**src/rtl/dnn_accel_pkg.sv**
```systemverilog
// Shared types and constants for the DNN accelerator word copier.
package dnn_accel_pkg;

  typedef enum logic [2:0] {
    IDLE    = 3'd0,
    RD_REQ  = 3'd1,
    RD_WAIT = 3'd2,
    WR_REQ  = 3'd3,
    DONE    = 3'd4
  } state_e;

  localparam int unsigned WORD_BYTES = 4;
  localparam logic [3:0]  BE_ALL     = 4'hF;

endpackage

```
**src/rtl/dnn_accel_word_copier.sv**
```systemverilog
// Word copier: moves n_words 32-bit words from src to dst over an Avalon-MM
// master, one read then one write per word, at most one read outstanding.
// Optional running checksum output enabled by macro DNN_ACCEL_WORD_COPIER_CSUM_EN.
module dnn_accel_word_copier
  import dnn_accel_pkg::*;
#(
  parameter int unsigned ADDR_W = 32,
  parameter int unsigned LEN_W  = 16
) (
  input  logic              clk,
  input  logic              reset,
  input  logic              start,
  input  logic [ADDR_W-1:0] src_addr,
  input  logic [ADDR_W-1:0] dst_addr,
  input  logic [LEN_W-1:0]  n_words,
  output logic              busy,
  output logic              done,
  output logic [ADDR_W-1:0] m_address,
  output logic              m_read,
  output logic              m_write,
  output logic [31:0]       m_writedata,
  output logic [3:0]        m_byteenable,
  input  logic [31:0]       m_readdata,
  input  logic              m_readdatavalid,
  input  logic              m_waitrequest
`ifdef DNN_ACCEL_WORD_COPIER_CSUM_EN
  ,
  output logic [31:0]       csum
`endif
);

  // Clears the byte-offset bits so every access is word aligned.
  localparam logic [ADDR_W-1:0] AlignMask = ~ADDR_W'(WORD_BYTES - 1);

  state_e            state_q, state_d;
  logic [ADDR_W-1:0] src_q, src_d;
  logic [ADDR_W-1:0] dst_q, dst_d;
  logic [LEN_W-1:0]  n_q, n_d;
  logic [LEN_W-1:0]  i_q, i_d;
  logic [31:0]       data_q, data_d;

  logic              start_ok;
  logic              last_word;
  logic [ADDR_W-1:0] offset;
  logic [ADDR_W-1:0] rd_addr;
  logic [ADDR_W-1:0] wr_addr;

  assign start_ok  = (state_q == IDLE) && start;
  assign last_word = (i_q + LEN_W'(1)) == n_q;
  // Address arithmetic wraps modulo 2^ADDR_W by construction.
  assign offset    = ADDR_W'(i_q) * ADDR_W'(WORD_BYTES);
  assign rd_addr   = src_q + offset;
  assign wr_addr   = dst_q + offset;

  // State register.
  always_ff @(posedge clk) begin
    if (reset) begin
      state_q <= IDLE;
    end else begin
      state_q <= state_d;
    end
  end

  // Next-state logic.
  always_comb begin
    state_d = state_q;
    unique case (state_q)
      IDLE: begin
        if (start) begin
          state_d = (n_words == '0) ? DONE : RD_REQ;
        end
      end
      RD_REQ: begin
        if (!m_waitrequest) state_d = RD_WAIT;
      end
      RD_WAIT: begin
        if (m_readdatavalid) state_d = WR_REQ;
      end
      WR_REQ: begin
        if (!m_waitrequest) state_d = last_word ? DONE : RD_REQ;
      end
      DONE: begin
        state_d = IDLE;
      end
      default: state_d = IDLE;
    endcase
  end

  // Outputs decoded from the current state.
  always_comb begin
    busy         = (state_q != IDLE);
    done         = 1'b0;
    m_read       = 1'b0;
    m_write      = 1'b0;
    m_address    = '0;
    m_writedata  = '0;
    m_byteenable = '0;
    unique case (state_q)
      RD_REQ: begin
        m_read    = 1'b1;
        m_address = rd_addr;
      end
      WR_REQ: begin
        m_write      = 1'b1;
        m_address    = wr_addr;
        m_writedata  = data_q;
        m_byteenable = BE_ALL;
      end
      DONE: begin
        done = 1'b1;
      end
      default: ;
    endcase
  end

  // Datapath next-state: latch the job on start, capture read data, advance index.
  always_comb begin
    src_d  = src_q;
    dst_d  = dst_q;
    n_d    = n_q;
    i_d    = i_q;
    data_d = data_q;
    if (start_ok) begin
      src_d = src_addr & AlignMask;
      dst_d = dst_addr & AlignMask;
      n_d   = n_words;
      i_d   = '0;
    end
    if ((state_q == RD_WAIT) && m_readdatavalid) begin
      data_d = m_readdata;
    end
    if ((state_q == WR_REQ) && !m_waitrequest) begin
      i_d = i_q + LEN_W'(1);
    end
  end

  // Datapath registers.
  always_ff @(posedge clk) begin
    if (reset) begin
      src_q  <= '0;
      dst_q  <= '0;
      n_q    <= '0;
      i_q    <= '0;
      data_q <= '0;
    end else begin
      src_q  <= src_d;
      dst_q  <= dst_d;
      n_q    <= n_d;
      i_q    <= i_d;
      data_q <= data_d;
    end
  end

`ifdef DNN_ACCEL_WORD_COPIER_CSUM_EN
  logic [31:0] csum_q, csum_d;

  // Checksum next-state: cleared per job, accumulates every captured read word.
  always_comb begin
    csum_d = csum_q;
    if (start_ok) begin
      csum_d = '0;
    end else if ((state_q == RD_WAIT) && m_readdatavalid) begin
      csum_d = csum_q + m_readdata;
    end
  end

  // Checksum register.
  always_ff @(posedge clk) begin
    if (reset) begin
      csum_q <= '0;
    end else begin
      csum_q <= csum_d;
    end
  end

  assign csum = csum_q;
`endif

endmodule
```
**config.mk**
```make
export PLATFORM = sky130hd
export DESIGN_NAME = dnn_accel_word_copier
export DESIGN_NICKNAME = d
export VERILOG_FILES = /design/src/rtl/dnn_accel_pkg.sv /design/src/rtl/dnn_accel_word_copier.sv
export SDC_FILE = /design/constraint.sdc
export NUM_CORES = 1
export LEC_CHECK = 0
export BUFFER_PORTS_ARGS = -buffer_cell sky130_fd_sc_hd__buf_4
export CORE_UTILIZATION = 30
export CTS_CLUSTER_SIZE = 14
export DETAILED_ROUTE_END_ITERATION = 10
export SYNTH_ARGS = -nofsm -noshare
export SYNTH_HDL_FRONTEND = slang
export SYNTH_SLANG_ARGS = --single-unit
```
**constraint.sdc**
```tcl
create_clock -name clk -period 6.6 [get_ports clk]
set_clock_uncertainty 0.1 [all_clocks]
set_input_delay 0.66 -clock clk [delete_from_list [all_inputs] [get_ports clk]]
set_output_delay 0.66 -clock clk [all_outputs]
set_load 0.02 [all_outputs]
```
Yosys cells after proc, flatten, opt, wreduce, memory -nomap -nowiden
Cells that the tools add are included.
- bits in registers: 127
- bits of input ports: 117
- output and inout port bits: 72
- logic and storage cells: 42
- multiplexer cells: 15
- reductions and logical operators: 9
- eq/ne operators: 9
- $add $sub $neg: 3
- operator list (cell ; count):
    32-bit by 18-bit adder with 32-bit output ; 2
    32-bit case mux with 2 select lines ; 1
    16-bit two-way mux ; 2
    32-bit two-way mux ; 1
    3-bit two-way mux ; 6
    16-bit by 1-bit adder with 16-bit output (second input constant) ; 1
    16-bit == test ; 1
    16-bit logical NOT ; 1
    3-bit case mux with 4 select lines ; 1
    2-bit != test (second input constant) ; 4
    3-bit by 2-bit == test with 1-bit output (second input constant) ; 2
    4-bit two-way mux ; 1
    4-bit AND reduction ; 1
    3-bit by 1-bit == test with 1-bit output (second input constant) ; 1
    3-bit == test (second input constant) ; 1
    1-bit logical AND ; 3
    3-bit logical NOT ; 1
    1-bit two-way mux ; 3
    3-bit nonzero test ; 1
    2-bit nonzero test ; 1
    1-bit logical NOT ; 1

Logic depth before layout (Yosys ltp)
Gate-level depths: netlist of the first run.
- word-level depth: 5
- gate-level depth with buffers: 15
- gate-level depth less buffers: 12

Worst setup path before layout of the first run
OpenSTA, ideal clock, no wires.
- path kind: flip-flop to output port
- start point: reg state_q[2]
- end point: out m_address[25]
- arrival time: 3.511 ns
- path buffers: 4
- setup slack: 2.329 ns
- cell stages (with the launch flop): 16
- data required time: 5.840 ns
- path through: dfxtp_1 > buf_2 > nand3b_4 > inv_1 > buf_1 > clkbuf_1 > buf_2 > nand2_1 > nand2_1 > ha_1 > a21o_1 > a31o_1 > a211oi_2 > o22ai_2 > nor2b_1 > mux2i_1
- word-level cells in the longest chain between the ends: 2
- elaborated cells between the ends (all ways): 3
- those cells by class: eq/ne (2); mux (1)
- ends and longest elaborated chain (what ; line ; source):
    start: declaration ; dnn_accel_word_copier.sv:35 ; state_e state_q, state_d;
    start signal: assignment ; dnn_accel_word_copier.sv:60 ; state_q <= state_d;
    3-bit by 2-bit == test with 1-bit output / 3-bit by 1-bit == test with 1-bit output (equally long branches) ; dnn_accel_word_copier.sv:98 ; unique case (state_q)
    32-bit case mux with 2 select lines (*) ; dnn_accel_word_copier.sv:98 ;
    end: declaration ; dnn_accel_word_copier.sv:18 ; output logic [ADDR_W-1:0] m_address,
Every way passes the cells marked *; elsewhere a longest branch is shown, timed or not.

Worst setup path in the final report of the first run
- start point: reg state_q[1]
- end point: out m_address[22]
Same word-level chain as after synthesis.

==> reports/summary.txt, run 1 <==
status: completed
Compound-Gate Fraction of Synth Area: 0.188
Pint: 1660 µW
combinational power share: 0.216
# port buffers: 182
CP Cell Sequence: nand3b_4, inv_2, buf_4, nand2_1, nand2_1, ha_1, nand3_1, a211oi_1, o311ai_1, nand2_1, a21o_1, a21oi_1, buf_4
worst min-delay path class: reg2reg
CP endpoint kind: primary output
DR vias/cell: 4.89
CTS resizes: 0
share of power burned in the clock network: 0.413
Setup CP Type: reg2out
first-pass GRT wire length: 34.8 mm
antenna cells: 0
slew at the pin with the worst max-slew slack: 1.16 ns
detailed placement HPWL: 16.0 mm
distinct cell type count after synthesis: 73
CTS tree: built
initial antenna violation count: 0
final-layout fill cell count: 2550
post-route ant nets: 0
top cells by area, synth: dfxtp_1 35%, nand2_1 15%, a21oi_1 10%
Chip Height: 157 µm
DRC Markers: 0
nets: 1265
overall routed net length: 22.2 mm
Sequential Power Share: 0.371
yosys warns: 0
post-cts hold buffer count: 0
Post-Synth Simple-Gate Area: 0.291
Routed wire per std cell: 15.2 µm
mean post-synth cell area: 7.32 µm²
core footprint: 23500 µm²
buffer depth of the longest clock path: 2
Tot GR Track Use: 0.181
Clk Latency, worst-skew pair: 0.41 ns
Synth top area share: 0.351
initial core utilization: 0.307
CTS buffer count: 17
Peak Freq: 180 MHz
Final min period: 5.55 ns
post-CTS setup buffer count: 0
die width: 157 µm
adder and majority gate portion of the synthesized area: 0.0391
GP Congestion: 0.862
floorplan row count: 56
EDFF count, synth: 0
die area: 24700 µm²
Post-Synth XOR/XNOR Area: 0.0465
CP peak stage delay: 0.78 ns
Pins Over Slew Limit: 0
Max-Cap Viols: 0
Syn Inst Count: 989
non-filler cells, final: 1458
sequential fraction of the synthesis area: 0.351
Seq cells post-synth: 127
setup ws final: 1.05 ns
Slowest-stage cell, CP: dfxtp_1
initial drt markers: 399
largest net degree at the start of global routing: 77
Ports: 189
RSZ-0062 raised after global routing: no
Mapped Area: 7240 µm²
Post-Place Cells: 1426
pre-CTS setup slack: 1.47 ns
cell with the most instances on the worst path: nand2_1
worst path arrival time: 4.79 ns
Max-slew headroom: 0.227
share of layout cells above drive strength 1: 0.212
via count: 7135
CP Data Required Time: 5.84 ns
top-count cell post-synth: nand2_1
DRT Pass-1 Iters: 5
vias in the first global route: 6597
pwr dens: 260 nW/µm²
CP Max Fanout: 41
Synth area leader: dfxtp_1
Area Growth Syn to Fin: 29.5%
NetSw: 773 µW
Worst IR Drop VDD: 0.181 mV
Async SR Flop Fraction: 0
Root Driver: clkbuf_16
Sw Ratio: 0.317
grt total ovfl: 0
Setup TNS: 0 ns
Leak: 0.00397 µW
Tcrit/Tclk final: 0.841
Final Hold Fails: 0
largest family of logic cells by synthesized area: simple AND/OR/NAND/NOR gates
mux contribution to synthesized area: 0.0292
CTS sink cnt: 127
top post-synthesis cells by count: 287 x nand2_1, 147 x a21oi_1, 127 x dfxtp_1, 50 x nor2_1, 47 x clkbuf_1
final setup fails: 0
critical path launch point type: flip-flop
H-tree depth: 4
Fin Hold WS: 0.348 ns
top_reg_cell synth: dfxtp_1
clock slew at reported path FFs: 0.06 ns
path summary, 6_finish.rpt:
kind	start	end	slack [ns]	depth (start not counted)
setup / recovery	state_q[1]	m_address[22]	1.05	13
hold / removal	data_q[31]	data_q[31]	0.35	2
setup reg to reg	state_q[1]	i_q[8]	3.20	7
hold reg to reg	data_q[31]	data_q[31]	0.35	2
flip-flops by register name (all words and copies together), names as in the netlist:
signal and cells:
i_q 16, dst_q 30, data_q 32, state_q 3
n_q 16, src_q 30
critical path, delay by kind of cell (launching register included):
kind,cells,cell delay [ns]
simple gates,5,1.03
flops,1,0.78
buf+inv,3,1.18
compound gates,4,1.08
fa+ha+maj,1,0.28
area by class of cell:
type                            instances  area [µm²]  share of cell area
Multi-Input combinational cell        776        4320               0.461
Sequential cell                       127        2540               0.271
Timing Repair Buffer                  190        1430               0.152
Clock buffer                           19         453              0.0483
Tap cell                              319         399              0.0426
Clock inverter                         13         176              0.0188
Inverter                               14        52.6             0.00561
stage by stage:
stage | area [µm²] | util | power, µW
after global placement | 8740 | 0.371 | 1440
final | 9370 | 0.398 | 2440
after CTS | 9370 | 0.398 | 2460
after global routing | 9370 | 0.398 | 2560
after detailed placement | 8740 | 0.371 | 1450
after floorplan | 7240 | - | 1260
power groups by stage:
stage | Combinational (µW) | Clock, µW | Sequential (µW)
2_1_floorplan | 365 | 0 | 892
6_report | 526 | 1010 | 902
5_1_grt | 585 | 1070 | 912
4_1_cts | 531 | 1030 | 902
3_3_place_gp | 525 | 0 | 917
3_5_place_dp | 530 | 0 | 919
routing by layer:
metal,GRT usage,vias up,part of all wire
li1,-,3638,-
met1,0.242,3341,0.47
met2,0.291,136,0.47
met3,0.0410,20,0.046
met4,0.0495,0,0.015
met5,0,-,0
logic make-up (layout without fill, tap and decap cells):
logic type	count (synthesis)	in the layout
fa+ha+maj	22	22
mux	21	21
simple gates	465	465
other cells	1	2
xor+xnor	36	36
flops	127	127
buf+inv	87	236
compound gates	230	230
cells in the final DEF (no fill, tap or decap), types with 3 or more instances in the layout:
cell,n
nand4b_1,3
dfxtp_1,127
nor2b_1,5
nor3_1,7
nand2_1,287
ha_1,21
clkbuf_16,17
a211o_1,3
a21oi_1,147
a211oi_1,5
bufinv_16,3
nand3_1,20
xor2_1,13
o211ai_1,4
o31ai_1,5
or3_1,4
mux2i_1,20
o2111ai_1,4
nor4_1,9
clkinvlp_4,3
buf_4,190
and2_1,36
o21a_1,4
nand4_1,12
o21ai_0,8
inv_1,12
o21ai_1,11
a21o_1,11
xnor2_1,21
inv_6,4
nor3_2,4
nor2_1,49
and3_1,7
nand2b_1,5
a31oi_1,3
Note: power is estimated with default switching activity, not from simulation.
==> inputs of run 2 (changes only) <==
==> constraint.sdc (replaced) <==
create_clock -name clk -period 5.5 [get_ports clk]
set_clock_uncertainty 0.1 [all_clocks]
set_input_delay 0.55 -clock clk [delete_from_list [all_inputs] [get_ports clk]]
set_output_delay 0.55 -clock clk [all_outputs]
set_load 0.02 [all_outputs]
==> run 2 against run 1 <==
Net effect: non-clock buffer count rose by 4; combinational power grew 22%; worst setup slack worse by 0.027 ns; first-iteration DRC count increased by 15%; die area unchanged; total power rose by 21%; flip-flop and latch count stayed put; cell area increased by 0.36%; critical path depth fell by 1; worst hold slack got worse by 0.087 ns; critical endpoint is now m_address[29]; highest routed layer unchanged.
==> reports/summary.txt, run 2 (synthesized netlist as in run 1, its figures left out) <==
combinational power share: 0.218
CP Data Required Time: 4.85 ns
GP Congestion: 0.866
final-layout fill cell count: 2493
Sequential Power Share: 0.366
hold path depth: 3
post-route ant nets: 0
r2r worst-path depth: 7
CP peak stage delay: 0.50 ns
nets: 1269
post-CTS setup buffer count: 0
FF/Latch Area: 2540 µm²
Leak: 0.00400 µW
most common cell after layout, fill and taps aside: nand2_1
core footprint: 23500 µm²
first-pass GRT wire length: 35.1 mm
slew at the pin with the worst max-slew slack: 1.15 ns
initial drt markers: 457
overall routed net length: 22.0 mm
Clk Latency, worst-skew pair: 0.42 ns
Peak Freq: 223 MHz
grt total ovfl: 0
Overall Power: 2940 µW
critical path launch point type: flip-flop
largest reg by FF count: data_q
Max-slew headroom: 0.228
worst path arrival time: 3.83 ns
final setup fails: 0
floorplan row count: 56
vias in the first global route: 6622
CP Max Fanout: 29
DR vias/cell: 4.86
Routed wire per std cell: 15.1 µm
buffer depth of the longest clock path: 2
via count: 7102
clock slew at reported path FFs: 0.07 ns
initial antenna violation count: 0
Ports: 189
CTS sink cnt: 127
DRT Pass-1 Iters: 4
CTS buffer count: 17
detailed placement HPWL: 15.9 mm
Slowest-stage cell, CP: dfxtp_1
worst min-delay path class: in2reg
NetSw: 941 µW
share of layout cells above drive strength 1: 0.214
CP endpoint kind: primary output
biggest regs: data_q (32), dst_q (30), src_q (30)
pwr dens: 312 nW/µm²
Worst IR Drop VDD: 0.216 mV
post-cts hold buffer count: 0
cell with the most instances on the worst path: nand2_1
CTS resizes: 0
H-tree depth: 4
Sw Ratio: 0.320
share of power burned in the clock network: 0.416
Setup TNS: 0 ns
die area: 24700 µm²
initial core utilization: 0.307
Chip Height: 157 µm
Final min period: 4.48 ns
# port buffers: 182
most frequent cells in the layout: 287 x nand2_1, 194 x buf_4, 147 x a21oi_1
DRC Markers: 0
die width: 157 µm
CP Cell Sequence: nand3b_4, buf_4, nand2_1, nand2_1, ha_1, a21o_1, a31o_1, a211oi_2, o22ai_2, a211o_1, nand2_1, buf_4
Tcrit/Tclk final: 0.814
Pins Over Slew Limit: 0
Pint: 2000 µW
Setup CP Type: reg2out
max FFs per register: 32
RSZ-0062 raised after global routing: no
largest net degree at the start of global routing: 78
status: completed
footprint of the multi-input gates: 4320 µm²
CTS tree: built
antenna cells: 0
Root Driver: clkbuf_16
Area Growth Syn to Fin: 30.0%
Tot GR Track Use: 0.183
Max-Cap Viols: 0
Final Hold Fails: 0
## run 2: area by class of cell
class	count	area share
inverter	14	0.00559
clock inverter	14	0.0206
sequential	127	0.270
tap	319	0.0424
timing repair buffer	194	0.155
clock buffer	18	0.0467
multi-input combinational	776	0.459
## run 2: metrics by stage
| stage | util | setup WS, ns | area [µm²] | hold slack, ns | cells |
|---|---|---|---|---|---|
| floorplan | - | 1.34 | 7240 | 0.332 | 990 |
| global placement | 0.373 | 1.52 | 8770 | 0.337 | 1430 |
| detailed placement | 0.373 | 1.49 | 8770 | 0.342 | 1430 |
| CTS | 0.400 | 1.02 | 9410 | 0.235 | 1462 |
| global route | 0.400 | 0.708 | 9410 | 0.243 | 1462 |
| finish | 0.400 | 1.02 | 9410 | 0.261 | 1462 |
## run 2: worst paths after layout
kind                                     from       endpoint  slack [ns]
worst max-delay path               state_q[2]  m_address[29]        1.02
worst min-delay path            m_readdata[6]      data_q[6]        0.26
worst max register to register         i_q[0]     state_q[0]        2.62
worst min register to register     data_q[18]     data_q[18]        0.35
## run 2: worst max-delay path: cells and delay by family (launching register included)
kind            cells  cell delay [ns]
fa+ha+maj           1             0.29
simple gates        4             0.56
buf+inv             2             0.52
flops               1             0.50
compound gates      5             1.53
## run 2: power groups by stage
| stage | Clock [µW] | Sequential [µW] | Combinational, µW |
|---|---|---|---|
| finish | 1220 | 1080 | 640 |
| global route | 1290 | 1090 | 715 |
| CTS | 1250 | 1080 | 646 |
| detailed placement | 0 | 1100 | 645 |
| global placement | 0 | 1090 | 640 |
| floorplan | 0 | 1070 | 438 |
## run 2: per-layer routing
layer,share of wire,global-route usage
met5,0,0
met4,0.017,0.0559
met2,0.46,0.284
met3,0.055,0.0479
met1,0.47,0.246
==> inputs of run 3 (changes only) <==
==> constraint.sdc (replaced) <==
create_clock -name clk -period 4.4 [get_ports clk]
set_clock_uncertainty 0.1 [all_clocks]
set_input_delay 0.44 -clock clk [delete_from_list [all_inputs] [get_ports clk]]
set_output_delay 0.44 -clock clk [all_outputs]
set_load 0.02 [all_outputs]
==> run 3 against run 2 <==
Net effect: first-iteration DRC count rose by 6.8%; die area unchanged; via count rose by 0.59%; non-clock buffer count up 1; worst setup slack got worse by 0.70 ns; sequential share of layout area up 0.13 points; sequential power is 24% higher; critical path type unchanged; largest power group is now registers.
==> reports/summary.txt, run 3 (synthesized netlist as in run 1, its figures left out) <==
worst r2r src: i_q[0]
Pins Over Slew Limit: 0
floorplan row count: 56
post-layout util: 0.398
pre-CTS setup slack: 0.644 ns
via count: 7144
Tcrit/Tclk final: 0.927
DRC Markers: 0
final-layout fill cell count: 2567
GP Congestion: 0.869
hold endpoint: data_q[11]
biggest regs: data_q (32), dst_q (30), src_q (30)
Leak: 0.00396 µW
share of layout cells above drive strength 1: 0.217
CTS tree: built
first-pass GRT wire length: 35.7 mm
Chip Height: 157 µm
worst min-delay path class: in2reg
DRT Pass-1 Iters: 5
# port buffers: 182
H-tree depth: 4
Routed wire per std cell: 15.3 µm
most frequent cells in the layout: 287 x nand2_1, 195 x buf_4, 147 x a21oi_1
clock slew at reported path FFs: 0.06 ns
Clk Latency, worst-skew pair: 0.42 ns
Ports: 189
die area: 24700 µm²
vias in the first global route: 6692
hold path depth: 3
Final Hold Fails: 0
post-route ant nets: 0
grt total ovfl: 0
CP Max Fanout: 18
post-CTS setup buffer count: 0
most common cell after layout, fill and taps aside: nand2_1
detailed placement HPWL: 16.2 mm
r2r worst-path depth: 7
overall routed net length: 22.4 mm
RSZ-0062 raised after global routing: no
Worst IR Drop VDD: 0.277 mV
antenna cells: 0
Setup CP Type: reg2out
critical path launch point type: flip-flop
largest reg by FF count: data_q
min-delay src: m_readdata[11]
worst r2r dst: state_q[0]
CTS sink cnt: 127
Slowest-stage cell, CP: a211oi_4
status: completed
CP endpoint kind: primary output
setup ws final: 0.320 ns
Tot GR Track Use: 0.185
Max-slew headroom: 0.194
CP peak stage delay: 0.40 ns
cell with the most instances on the worst path: nand2_1
Area Growth Syn to Fin: 29.3%
slew at the pin with the worst max-slew slack: 1.21 ns
post-cts hold buffer count: 0
worst path arrival time: 3.54 ns
initial drt markers: 488
pwr dens: 373 nW/µm²
buffer depth of the longest clock path: 2
CTS resizes: 0
initial core utilization: 0.307
CP Data Required Time: 3.86 ns
DR vias/cell: 4.88
Finished Cell Area: 9360 µm²
DP Area: 8780 µm²
r2r setup slk: 1.53 ns
Root Driver: clkbuf_16
die width: 157 µm
CP Cell Sequence: nand3b_4, inv_2, nand2_1, nand2_1, ha_1, a21o_1, a31o_1, a211oi_4, o22ai_2, a211o_1, nand2_1, buf_4
max FFs per register: 32
largest net degree at the start of global routing: 87
CTS buffer count: 17
Final min period: 4.08 ns
core footprint: 23500 µm²
initial antenna violation count: 0
nets: 1270
final setup fails: 0
Setup TNS: 0 ns
Max-Cap Viols: 0
Peak Freq: 245 MHz
==> run 3: cell count changes in the layout (fill, tap and decap cells not counted) <==
cell and delta:
a211oi_1 -1, buf_4 +1, inv_6 -1, inv_8 -4
a211oi_4 +1, clkinv_4 +4, clkbuf_8 +1, o311ai_2 +1
bufinv_16 -3, clkinvlp_4 +3, o311ai_1 -1
==> run 3: final cells by class <==
class,instances,area [µm²],share of cell area
clock buffer,19,453,0.0484
clock inverter,13,108,0.0115
inverter,14,52.6,0.00561
multi-input combinational,776,4340,0.464
sequential,127,2540,0.272
tap,319,399,0.0426
timing repair buffer,195,1460,0.156
==> run 3: stage by stage <==
stage / hold WS, ns / total power, µW / std cells
detailed placement: 0.343 / 2180 / 1431
finish: 0.160 / 3500 / 1463
CTS: 0.143 / 3530 / 1463
global route: 0.148 / 3690 / 1463
floorplan: 0.332 / 1890 / 990
global placement: 0.337 / 2170 / 1431
==> run 3: report_power, final <==
group / leakage [µW] / switching [µW] / internal (µW)
Combinational: 0.00266 / 507 / 308
Clock: 0.000264 / 582 / 761
Sequential: 0.00104 / 79.8 / 1260
Total: 0.00396 / 1170 / 2330
==> run 3: how the worst max path moves through the flow <==
stage                     slack, ns  startpoint  cells past startpoint       endpoint
after global placement         0.66  state_q[1]                     12  m_address[31]
after global routing           0.10  state_q[1]                     12  m_address[29]
final                          0.32  state_q[1]                     12  m_address[29]
after detailed placement       0.64  state_q[1]                     12  m_address[29]
after floorplan                0.35  state_q[2]                     15  m_address[25]
after CTS                      0.18  state_q[1]                     12  m_address[29]
==> run 3: critical path, delay by kind of cell (launching register included) <==
| family | cells | cell delay (ns) |
|---|---|---|
| compound gates | 5 | 1.43 |
| flops | 1 | 0.38 |
| simple gates | 4 | 0.55 |
| fa+ha+maj | 1 | 0.26 |
| buf+inv | 2 | 0.49 |
==> run 3: metal layers <==
layer / track usage / up-vias / wire, µm
met5: 0 / - / 0
met4: 0.0583 / 0 / 321
met3: 0.0424 / 22 / 1060
met2: 0.294 / 147 / 10500
met1: 0.247 / 3323 / 10600
li1: - / 3652 / -
